[src/rtl/riscv_pkg.sv]
// Shared RISC-V execute-stage definitions.
//   alu_opcode_e  : 10-bit {funct3, opcode[6:0]} encoding used on the alu opcode bus
//   FUNCT7_MULDIV : funct7 value selecting the M extension
//   ctrl_state_e  : issue controller states
//   is_div_op()   : true for the divide/remainder family (64-bit and W forms)
package riscv_pkg;

    localparam logic [6:0] FUNCT7_MULDIV = 7'h01;

    typedef enum logic [9:0] {
        OP_ADDI  = 10'h013,
        OP_ADD   = 10'h033,
        OP_DIV   = 10'h233,
        OP_DIVU  = 10'h2b3,
        OP_REM   = 10'h333,
        OP_REMU  = 10'h3b3,
        OP_DIVW  = 10'h23b,
        OP_DIVUW = 10'h2bb,
        OP_REMW  = 10'h33b,
        OP_REMUW = 10'h3bb
    } alu_opcode_e;

    typedef enum logic [1:0] {
        IDLE = 2'd0,
        RUN  = 2'd1,
        DONE = 2'd2
    } ctrl_state_e;

    function automatic logic is_div_op(input logic [9:0] opcode, input logic [6:0] funct7);
        logic hit;
        hit = 1'b0;
        case (opcode)
            OP_DIV, OP_DIVU, OP_REM, OP_REMU,
            OP_DIVW, OP_DIVUW, OP_REMW, OP_REMUW: hit = 1'b1;
            default:                              hit = 1'b0;
        endcase
        return hit && (funct7 == FUNCT7_MULDIV);
    endfunction

endpackage

[src/rtl/alu_issue_ctrl_if.sv]
// Decode <-> execute bus of the alu issue controller.
//   in_*   : instruction from decode, in_ready back-pressure
//   is_flush : pipeline flush
//   fwd_*  : latched single-cycle instruction for the alu
//   div_*  : divide/remainder writeback
//   busy   : controller not idle
// modport master = decode/writeback side, slave = controller.
interface alu_issue_ctrl_if #(parameter int XLEN = 64);
    logic            is_flush;
    logic            in_valid;
    logic            in_ready;
    logic [9:0]      in_opcode;
    logic [6:0]      in_funct7;
    logic [4:0]      in_rd;
    logic [31:0]     in_pc;
    logic [XLEN-1:0] in_rs1_val;
    logic [XLEN-1:0] in_rs2_val;
    logic            fwd_valid;
    logic [9:0]      fwd_opcode;
    logic [4:0]      fwd_rd;
    logic [31:0]     fwd_pc;
    logic [XLEN-1:0] fwd_rs1_val;
    logic [XLEN-1:0] fwd_rs2_val;
    logic            div_valid;
    logic [XLEN-1:0] div_data;
    logic [4:0]      div_rd;
    logic            div_wr_en;
    logic            busy;

    modport master (
        output is_flush, in_valid, in_opcode, in_funct7, in_rd, in_pc, in_rs1_val, in_rs2_val,
        input  in_ready, fwd_valid, fwd_opcode, fwd_rd, fwd_pc, fwd_rs1_val, fwd_rs2_val,
        input  div_valid, div_data, div_rd, div_wr_en, busy
    );

    modport slave (
        input  is_flush, in_valid, in_opcode, in_funct7, in_rd, in_pc, in_rs1_val, in_rs2_val,
        output in_ready, fwd_valid, fwd_opcode, fwd_rd, fwd_pc, fwd_rs1_val, fwd_rs2_val,
        output div_valid, div_data, div_rd, div_wr_en, busy
    );
endinterface

[src/rtl/serial_divider.sv]
// Unsigned restoring divider, one quotient bit per cycle.
//   start/is_w : load operands; is_w runs ITER32 steps on dividend[31:0]
//   kill       : abandon the current division (counter cleared)
//   busy       : steps remaining; last = the final step happens this cycle
//   quotient/remainder : valid once busy drops, held until the next start
module serial_divider #(
    parameter int XLEN   = 64,
    parameter int ITER64 = 64,
    parameter int ITER32 = 32
) (
    input  logic            clk,
    input  logic            reset,
    input  logic            kill,
    input  logic            start,
    input  logic            is_w,
    input  logic [XLEN-1:0] dividend,
    input  logic [XLEN-1:0] divisor,
    output logic            busy,
    output logic            last,
    output logic [XLEN-1:0] quotient,
    output logic [XLEN-1:0] remainder
);
    localparam int CNT_W = $clog2(ITER64 + 1);

    logic [CNT_W-1:0] count_r;
    logic [XLEN-1:0]  quo_r;
    logic [XLEN-1:0]  rem_r;
    logic [XLEN-1:0]  dvs_r;
    logic [XLEN:0]    rem_shift_s;
    logic [XLEN:0]    diff_s;
    logic             ge_s;

    // One shift-subtract trial step; the dividend is consumed MSB-first from quo_r.
    always_comb begin
        rem_shift_s = {rem_r, quo_r[XLEN-1]};
        diff_s      = rem_shift_s - {1'b0, dvs_r};
        ge_s        = (rem_shift_s >= {1'b0, dvs_r});
    end

    // Iteration counter and datapath registers.
    always_ff @(posedge clk) begin
        if (reset || kill) begin
            count_r <= {CNT_W{1'b0}};
            quo_r   <= {XLEN{1'b0}};
            rem_r   <= {XLEN{1'b0}};
            dvs_r   <= {XLEN{1'b0}};
        end else if (start) begin
            count_r <= is_w ? CNT_W'(ITER32) : CNT_W'(ITER64);
            // W operands are parked in the top half so the MSB-first walk starts at bit 31.
            quo_r   <= is_w ? (dividend << (XLEN - 32)) : dividend;
            rem_r   <= {XLEN{1'b0}};
            dvs_r   <= divisor;
        end else if (count_r != {CNT_W{1'b0}}) begin
            count_r <= count_r - CNT_W'(1);
            quo_r   <= {quo_r[XLEN-2:0], ge_s};
            rem_r   <= ge_s ? diff_s[XLEN-1:0] : rem_shift_s[XLEN-1:0];
        end
    end

    assign busy      = (count_r != {CNT_W{1'b0}});
    assign last      = (count_r == CNT_W'(1));
    assign quotient  = quo_r;
    assign remainder = rem_r;
endmodule

[src/rtl/alu_issue_ctrl.sv]
// Execute-stage issue controller between decode and the single-cycle alu.
//   clk, reset : clock, synchronous active-high reset
//   bus        : alu_issue_ctrl_if.slave (decode input, alu forward, divide writeback)
// Single-cycle ops are forwarded with one register stage; the divide family is
// run on serial_divider with decode stalled (in_ready low) until the result is out.
module alu_issue_ctrl
    import riscv_pkg::*;
#(
    parameter int XLEN       = 64,
    parameter int DIV_ITER64 = 64,
    parameter int DIV_ITER32 = 32
) (
    input  logic               clk,
    input  logic               reset,
    alu_issue_ctrl_if.slave    bus
);
    ctrl_state_e     state_r, state_next_s;
    logic            accept_s, div_op_s, corner_s, start_s;
    logic            op_signed_s, op_rem_s, op_w_s, neg_a_s, neg_b_s, div0_s, ovf_s;
    logic [XLEN-1:0] a_ext_s, b_ext_s, mag_a_s, mag_b_s, most_neg_s, corner_res_s;
    logic [XLEN-1:0] raw_s, result_s, div_quo_s, div_rem_s;
    logic            div_busy_s, div_last_s;

    logic            rem_op_r, w_op_r, q_neg_r, r_neg_r, corner_r;
    logic [XLEN-1:0] corner_res_r;
    logic [4:0]      rd_r;

    logic            ready_r, busy_r, fwd_valid_r, div_valid_r, div_wr_en_r;
    logic [9:0]      fwd_opcode_r;
    logic [4:0]      fwd_rd_r, div_rd_r;
    logic [31:0]     fwd_pc_r;
    logic [XLEN-1:0] fwd_rs1_r, fwd_rs2_r, div_data_r;

    // Decode, operand extension and divide corner-case detection.
    always_comb begin
        div_op_s    = is_div_op(bus.in_opcode, bus.in_funct7);
        accept_s    = bus.in_valid && bus.in_ready && !bus.is_flush;
        // funct3 = {1, rem, unsigned}; opcode bit 3 separates OP-32 (W) from OP.
        op_signed_s = !bus.in_opcode[7];
        op_rem_s    = bus.in_opcode[8];
        op_w_s      = bus.in_opcode[3];
        if (op_w_s) begin
            a_ext_s    = {{(XLEN-32){op_signed_s && bus.in_rs1_val[31]}}, bus.in_rs1_val[31:0]};
            b_ext_s    = {{(XLEN-32){op_signed_s && bus.in_rs2_val[31]}}, bus.in_rs2_val[31:0]};
            most_neg_s = {{(XLEN-31){1'b1}}, {31{1'b0}}};
        end else begin
            a_ext_s    = bus.in_rs1_val;
            b_ext_s    = bus.in_rs2_val;
            most_neg_s = {1'b1, {(XLEN-1){1'b0}}};
        end
        neg_a_s  = op_signed_s && a_ext_s[XLEN-1];
        neg_b_s  = op_signed_s && b_ext_s[XLEN-1];
        mag_a_s  = neg_a_s ? -a_ext_s : a_ext_s;
        mag_b_s  = neg_b_s ? -b_ext_s : b_ext_s;
        div0_s   = (b_ext_s == {XLEN{1'b0}});
        ovf_s    = op_signed_s && !div0_s && (b_ext_s == {XLEN{1'b1}}) && (a_ext_s == most_neg_s);
        corner_s = div0_s || ovf_s;
        if (div0_s) begin
            corner_res_s = op_rem_s ? a_ext_s : {XLEN{1'b1}};
        end else begin
            corner_res_s = op_rem_s ? {XLEN{1'b0}} : a_ext_s;
        end
        start_s = accept_s && div_op_s && !corner_s;
    end

    // Next-state logic; flush overrides everything.
    always_comb begin
        state_next_s = state_r;
        if (bus.is_flush) begin
            state_next_s = IDLE;
        end else begin
            case (state_r)
                IDLE:    state_next_s = (accept_s && div_op_s) ? (corner_s ? DONE : RUN) : IDLE;
                RUN:     state_next_s = div_last_s ? DONE : RUN;
                DONE:    state_next_s = IDLE;
                default: state_next_s = IDLE;
            endcase
        end
    end

    // State register.
    always_ff @(posedge clk) begin
        if (reset) begin
            state_r <= IDLE;
        end else begin
            state_r <= state_next_s;
        end
    end

    // Per-divide context captured at accept.
    always_ff @(posedge clk) begin
        if (reset) begin
            rem_op_r     <= 1'b0;
            w_op_r       <= 1'b0;
            q_neg_r      <= 1'b0;
            r_neg_r      <= 1'b0;
            corner_r     <= 1'b0;
            corner_res_r <= {XLEN{1'b0}};
            rd_r         <= 5'd0;
        end else if (accept_s && div_op_s) begin
            rem_op_r     <= op_rem_s;
            w_op_r       <= op_w_s;
            q_neg_r      <= neg_a_s ^ neg_b_s;
            r_neg_r      <= neg_a_s;
            corner_r     <= corner_s;
            corner_res_r <= corner_res_s;
            rd_r         <= bus.in_rd;
        end
    end

    serial_divider #(
        .XLEN   (XLEN),
        .ITER64 (DIV_ITER64),
        .ITER32 (DIV_ITER32)
    ) u_div (
        .clk       (clk),
        .reset     (reset),
        .kill      (bus.is_flush),
        .start     (start_s),
        .is_w      (op_w_s),
        .dividend  (mag_a_s),
        .divisor   (mag_b_s),
        .busy      (div_busy_s),
        .last      (div_last_s),
        .quotient  (div_quo_s),
        .remainder (div_rem_s)
    );

    // Sign fix-up: quotient negated on sign mismatch, remainder follows the dividend.
    always_comb begin
        if (corner_r) begin
            raw_s = corner_res_r;
        end else if (rem_op_r) begin
            raw_s = r_neg_r ? -div_rem_s : div_rem_s;
        end else begin
            raw_s = q_neg_r ? -div_quo_s : div_quo_s;
        end
        if (w_op_r) begin
            result_s = {{(XLEN-32){raw_s[31]}}, raw_s[31:0]};
        end else begin
            result_s = raw_s;
        end
    end

    // Registered outputs: forward pulse, divide writeback pulse, ready/busy.
    always_ff @(posedge clk) begin
        if (reset) begin
            ready_r      <= 1'b0;
            busy_r       <= 1'b0;
            fwd_valid_r  <= 1'b0;
            fwd_opcode_r <= 10'd0;
            fwd_rd_r     <= 5'd0;
            fwd_pc_r     <= 32'd0;
            fwd_rs1_r    <= {XLEN{1'b0}};
            fwd_rs2_r    <= {XLEN{1'b0}};
            div_valid_r  <= 1'b0;
            div_data_r   <= {XLEN{1'b0}};
            div_rd_r     <= 5'd0;
            div_wr_en_r  <= 1'b0;
        end else begin
            ready_r     <= (state_next_s == IDLE);
            busy_r      <= (state_next_s != IDLE);
            fwd_valid_r <= 1'b0;
            div_valid_r <= 1'b0;
            div_wr_en_r <= 1'b0;
            if (accept_s && !div_op_s) begin
                fwd_valid_r  <= 1'b1;
                fwd_opcode_r <= bus.in_opcode;
                fwd_rd_r     <= bus.in_rd;
                fwd_pc_r     <= bus.in_pc;
                fwd_rs1_r    <= bus.in_rs1_val;
                fwd_rs2_r    <= bus.in_rs2_val;
            end
            if (!bus.is_flush && (state_r == DONE)) begin
                div_valid_r <= 1'b1;
                div_data_r  <= result_s;
                div_rd_r    <= rd_r;
                div_wr_en_r <= (rd_r != 5'd0);
            end
        end
    end

    assign bus.in_ready    = ready_r;
    assign bus.busy        = busy_r;
    assign bus.fwd_valid   = fwd_valid_r;
    assign bus.fwd_opcode  = fwd_opcode_r;
    assign bus.fwd_rd      = fwd_rd_r;
    assign bus.fwd_pc      = fwd_pc_r;
    assign bus.fwd_rs1_val = fwd_rs1_r;
    assign bus.fwd_rs2_val = fwd_rs2_r;
    assign bus.div_valid   = div_valid_r;
    assign bus.div_data    = div_data_r;
    assign bus.div_rd      = div_rd_r;
    assign bus.div_wr_en   = div_wr_en_r;

    logic unused_s;
    assign unused_s = div_busy_s;
endmodule

[src/flat_wrapper.sv]
// flat-port wrapper written by rule: the top's interface ports become plain ports
module alu_issue_ctrl_flat import riscv_pkg::*;
#(
    parameter int XLEN       = 64,
    parameter int DIV_ITER64 = 64,
    parameter int DIV_ITER32 = 32
)
  (clk, reset, bus_is_flush, bus_in_valid, bus_in_opcode, bus_in_funct7, bus_in_rd, bus_in_pc, bus_in_rs1_val, bus_in_rs2_val, bus_in_ready, bus_fwd_valid, bus_fwd_opcode, bus_fwd_rd, bus_fwd_pc, bus_fwd_rs1_val, bus_fwd_rs2_val, bus_div_valid, bus_div_data, bus_div_rd, bus_div_wr_en, bus_busy);
  alu_issue_ctrl_if #(.XLEN(XLEN)) bus_i ();
  input  logic clk;
  input  logic reset;
  input wire logic [$bits(bus_i.is_flush)-1:0] bus_is_flush;
  input wire logic [$bits(bus_i.in_valid)-1:0] bus_in_valid;
  input wire logic [$bits(bus_i.in_opcode)-1:0] bus_in_opcode;
  input wire logic [$bits(bus_i.in_funct7)-1:0] bus_in_funct7;
  input wire logic [$bits(bus_i.in_rd)-1:0] bus_in_rd;
  input wire logic [$bits(bus_i.in_pc)-1:0] bus_in_pc;
  input wire logic [$bits(bus_i.in_rs1_val)-1:0] bus_in_rs1_val;
  input wire logic [$bits(bus_i.in_rs2_val)-1:0] bus_in_rs2_val;
  output wire logic [$bits(bus_i.in_ready)-1:0] bus_in_ready;
  output wire logic [$bits(bus_i.fwd_valid)-1:0] bus_fwd_valid;
  output wire logic [$bits(bus_i.fwd_opcode)-1:0] bus_fwd_opcode;
  output wire logic [$bits(bus_i.fwd_rd)-1:0] bus_fwd_rd;
  output wire logic [$bits(bus_i.fwd_pc)-1:0] bus_fwd_pc;
  output wire logic [$bits(bus_i.fwd_rs1_val)-1:0] bus_fwd_rs1_val;
  output wire logic [$bits(bus_i.fwd_rs2_val)-1:0] bus_fwd_rs2_val;
  output wire logic [$bits(bus_i.div_valid)-1:0] bus_div_valid;
  output wire logic [$bits(bus_i.div_data)-1:0] bus_div_data;
  output wire logic [$bits(bus_i.div_rd)-1:0] bus_div_rd;
  output wire logic [$bits(bus_i.div_wr_en)-1:0] bus_div_wr_en;
  output wire logic [$bits(bus_i.busy)-1:0] bus_busy;
  assign bus_i.is_flush = bus_is_flush;
  assign bus_i.in_valid = bus_in_valid;
  assign bus_i.in_opcode = bus_in_opcode;
  assign bus_i.in_funct7 = bus_in_funct7;
  assign bus_i.in_rd = bus_in_rd;
  assign bus_i.in_pc = bus_in_pc;
  assign bus_i.in_rs1_val = bus_in_rs1_val;
  assign bus_i.in_rs2_val = bus_in_rs2_val;
  assign bus_in_ready = bus_i.in_ready;
  assign bus_fwd_valid = bus_i.fwd_valid;
  assign bus_fwd_opcode = bus_i.fwd_opcode;
  assign bus_fwd_rd = bus_i.fwd_rd;
  assign bus_fwd_pc = bus_i.fwd_pc;
  assign bus_fwd_rs1_val = bus_i.fwd_rs1_val;
  assign bus_fwd_rs2_val = bus_i.fwd_rs2_val;
  assign bus_div_valid = bus_i.div_valid;
  assign bus_div_data = bus_i.div_data;
  assign bus_div_rd = bus_i.div_rd;
  assign bus_div_wr_en = bus_i.div_wr_en;
  assign bus_busy = bus_i.busy;
  alu_issue_ctrl #(.XLEN(XLEN), .DIV_ITER64(DIV_ITER64), .DIV_ITER32(DIV_ITER32)) u_core (.clk(clk), .reset(reset), .bus(bus_i));
endmodule
[config.mk]
export PLATFORM = sky130hd
export DESIGN_NAME = alu_issue_ctrl_flat
export DESIGN_NICKNAME = d
export VERILOG_FILES = /design/src/rtl/riscv_pkg.sv /design/src/rtl/alu_issue_ctrl_if.sv /design/src/rtl/serial_divider.sv /design/src/rtl/alu_issue_ctrl.sv /design/src/flat_wrapper.sv
export SDC_FILE = /design/constraint.sdc
export NUM_CORES = 2
export LEC_CHECK = 0
export ABC_AREA = 1
export BUFFER_PORTS_ARGS = -buffer_cell sky130_fd_sc_hd__buf_2
export CAP_MARGIN = 40
export CORE_MARGIN = 2
export CORE_UTILIZATION = 31
export DETAILED_ROUTE_END_ITERATION = 16
export PLACE_DENSITY = 0.51
export SLEW_MARGIN = 10
export SYNTH_ARGS = -nofsm -noshare
export SYNTH_HDL_FRONTEND = slang
export SYNTH_SLANG_ARGS = --single-unit
[constraint.sdc]
create_clock -name clk -period 4.1 [get_ports clk]
set_clock_uncertainty 0.15 [all_clocks]
set_input_delay 0.41 -clock clk [delete_from_list [all_inputs] [get_ports clk]]
set_output_delay 0.41 -clock clk [all_outputs]
set_load 0.005 [all_outputs]
==> results.cfg <==
[sta]
setup_tns_ns = 0
slew_headroom_pct = 37.5
rsz0062_at_grt = false
period_share_pct = 93.4
setup_viol = 0
timing.fmax_mhz = 261
drv_slew = 0
worst_slew_pin_slew_ns = 0.932
finalHoldViolCount = 0
finalCriticalPeriod_ns = 3.83

[final_layout]
multi_input_area_sq_um = 22900
layout_common_cells = 1830 x nand2_1, 975 x nor2_1, 719 x inv_1
layout-drive-gt1-share_pct = 10.5
seqCellArea_sq_um = 10500
fin_nets = 7233
area_growth_pct = 20.8
mostFrequentLayoutCell = nand2_1
post-route-util_pct = 37.7
n_fill_cell = 13600

[floorplanning]
die-area_sq_um = 123000
coreArea_sq_um = 120000
die_h_um = 351
initial_core_util_pct = 31.2
rows = 127
ios = 435
die-width_um = 351

[synthesis]
netlist_area_sq_um = 37400
yosys.area.top_type = dfxtp_1
synth_area_leaders = dfxtp_1 28%, nand2_1 18%, nor2_1 9.9%
ys_seq_area_share_pct = 28.1
synth_warnings = 0
synth-async-reset-ratio_pct = 0
synth-main-ff-cell = dfxtp_1
yosysTopAreaCellShare_pct = 28.1
synthCells = 6509
synthDistinctLibCells = 52
ys_ff_latch = 524
avgSynthCellArea_sq_um = 5.74
synth_edf_count = 0
syn_nets = 6767

[drt]
drtAntennaViolNets = 0
wl_um = 193000
drt-initial-drc-count = 5165
wl_per_cell_um = 22.4
drc = 0
num_vias = 45500
drtPass1Iterations = 7
via_per_inst = 5.26

[global_routing]
grtUsageTotal_pct = 30.2
grt-ovfl-total = 0
grt_max_degree = 98
grt_pass1_vias = 41000
antenna_found_initial = 6
grt_pass1_wl_um = 278000

[worst_setup_path]
crit_family = simple AND/OR/NAND/NOR gates
path_buf_inv = 4
rrSetupSlack_ns = 0.66
crit_required_ns = 4.52
slowest_delay_ns = 0.53
critPathCaptureType = flip-flop
slowest_stage = dlygate4sd3_1
cp.arrival_ns = 4.25
start_kind = input port
cp_max_fo = 27
path_cells = dlygate4sd3_1 > buf_2 > inv_1 > ha_1 > nand2_1 > nor2_2 > nand3_1 > nor2_2 > nand2_1 > nor2_1 > nand4_2 > nand3_2 > nand2_4 > inv_2 > o21ai_0 > nor2_1
worstSetupPathType = in -> reg

[power_and_ir_drop]
vdd_ir_drop_max_v = 0.000683
cellLeakagePower_uw = 0.0223
powerDensity_nw_per_um2 = 607
power_uw = 27400

[placement]
hpwlAfterDp_um = 154000
routabilityCongestion = 1.05
io_buffers = 434

[run_status]
outcome = finished clean

[clock_tree]
cts_tree = built
numCtsBuffers = 68
htree_levels = 3
clk_path_buf_depth = 3
root_buffer = clkbuf_16
cts.sinks = 524
clk_pin_slew_worst_paths_ns = 0.06
clock_latency_ns = 0.65

[job]
drv_cap = 0

[worst_hold_path]
worstHoldPathType = in -> reg
[cell families after synthesis]
| group | after synthesis | share of synthesized area (%) |
|---|---|---|
| AND/OR/NAND/NOR | 3622 | 40.0 |
| buffers and inverters | 1056 | 10.9 |
| flip-flops | 524 | 28.1 |
| XOR/XNOR | 101 | 2.37 |
| AO/OA/AOI/OAI | 1134 | 16.2 |
| adder cells (fa/ha/maj) | 72 | 2.43 |
[cell type report]
class                      count  share of cell area, %
tap                         1612                   4.47
timing repair buffer         695                   10.3
sequential                   524                   23.2
multi-input combinational   4929                   50.6
inverter                     757                   6.33
clock inverter                23                  0.621
antenna                        3                 0.0166
clock buffer                  98                   4.40
[report_power, final]
part / total (uW) / switching (uW) / internal, uW
Combinational: 15100 / 10700 / 4470
Clock: 6230 / 2530 / 3700
Sequential: 6050 / 553 / 5500
Total: 27400 / 13800 / 13700
[Yosys cell counts (34+ instances only)]
library cell / n
dfxtp_1: 524
nand2_1: 1832
nor2_1: 981
a21oi_1: 432
nand3_1: 519
nor3_1: 59
nand4_1: 158
inv_1: 721
xor2_1: 94
o21ai_0: 529
ha_1: 71
o211ai_1: 77
clkbuf_1: 231
buf_2: 34
[worst min-delay path, delay by kind of cell]
family | cells | cell delay [ns]
buf+inv | 2 | 0.25
compound gates | 1 | 0.13
[per-layer routing]
| layer | wire length [um] | GRT usage, % | share of wire, % | up-vias |
|---|---|---|---|---|
| li1 | - | - | - | 21900 |
| met1 | 87500 | 43.5 | 45 | 21100 |
| met3 | 16900 | 4.78 | 8.8 | 324 |
| met5 | 13 | 0 | 0.0067 | - |
| met4 | 7410 | 10.8 | 3.8 | 2 |
| met2 | 81300 | 45.3 | 42 | 2124 |
[registers in the layout, indices dropped and copies added, names as in the netlist, 32 cells and up]
signal	flops
u_core.bus.div_data	64
u_core.bus.fwd_pc	32
u_core.bus.fwd_rs1_val	64
u_core.corner_res_r	64
u_core.bus.fwd_rs2_val	64
u_core.u_div.quotient	64
u_core.u_div.dvs_r	64
u_core.u_div.remainder	64
[path summary, 6_finish.rpt]
kind	startpoint	end	cells after the start
min	bus_in_rs2_val[29]	u_core.bus.fwd_rs2_val[29]	3
max	bus_in_rs1_val[0]	u_core.u_div.remainder[52]	16
min reg2reg	u_core.u_div.dvs_r[56]	u_core.u_div.dvs_r[56]	2
max reg2reg	u_core.u_div.remainder[19]	u_core.u_div.remainder[39]	16
[timing repair]
item,in CTS,in global routing
buffers inserted,0,0
hold endpoints to repair,145,0
resized for setup,0,1
hold buffers,134,0
setup endpoints to repair,0,4
[through the flow]
step / area, sq um / instances / worst slack, ns / hold WS [ns]
floorplan: 37400 / 6509 / 1.49 / 0.276
global placement: 41500 / 8382 / 0.0635 / 0.290
detailed placement: 41500 / 8383 / 0.0374 / 0.297
CTS: 45100 / 8638 / 0.146 / 0.00287
global route: 45100 / 8640 / 0.123 / 0.0322
finish: 45100 / 8641 / 0.272 / 0.0299
Power figures use the tool's default switching activity.
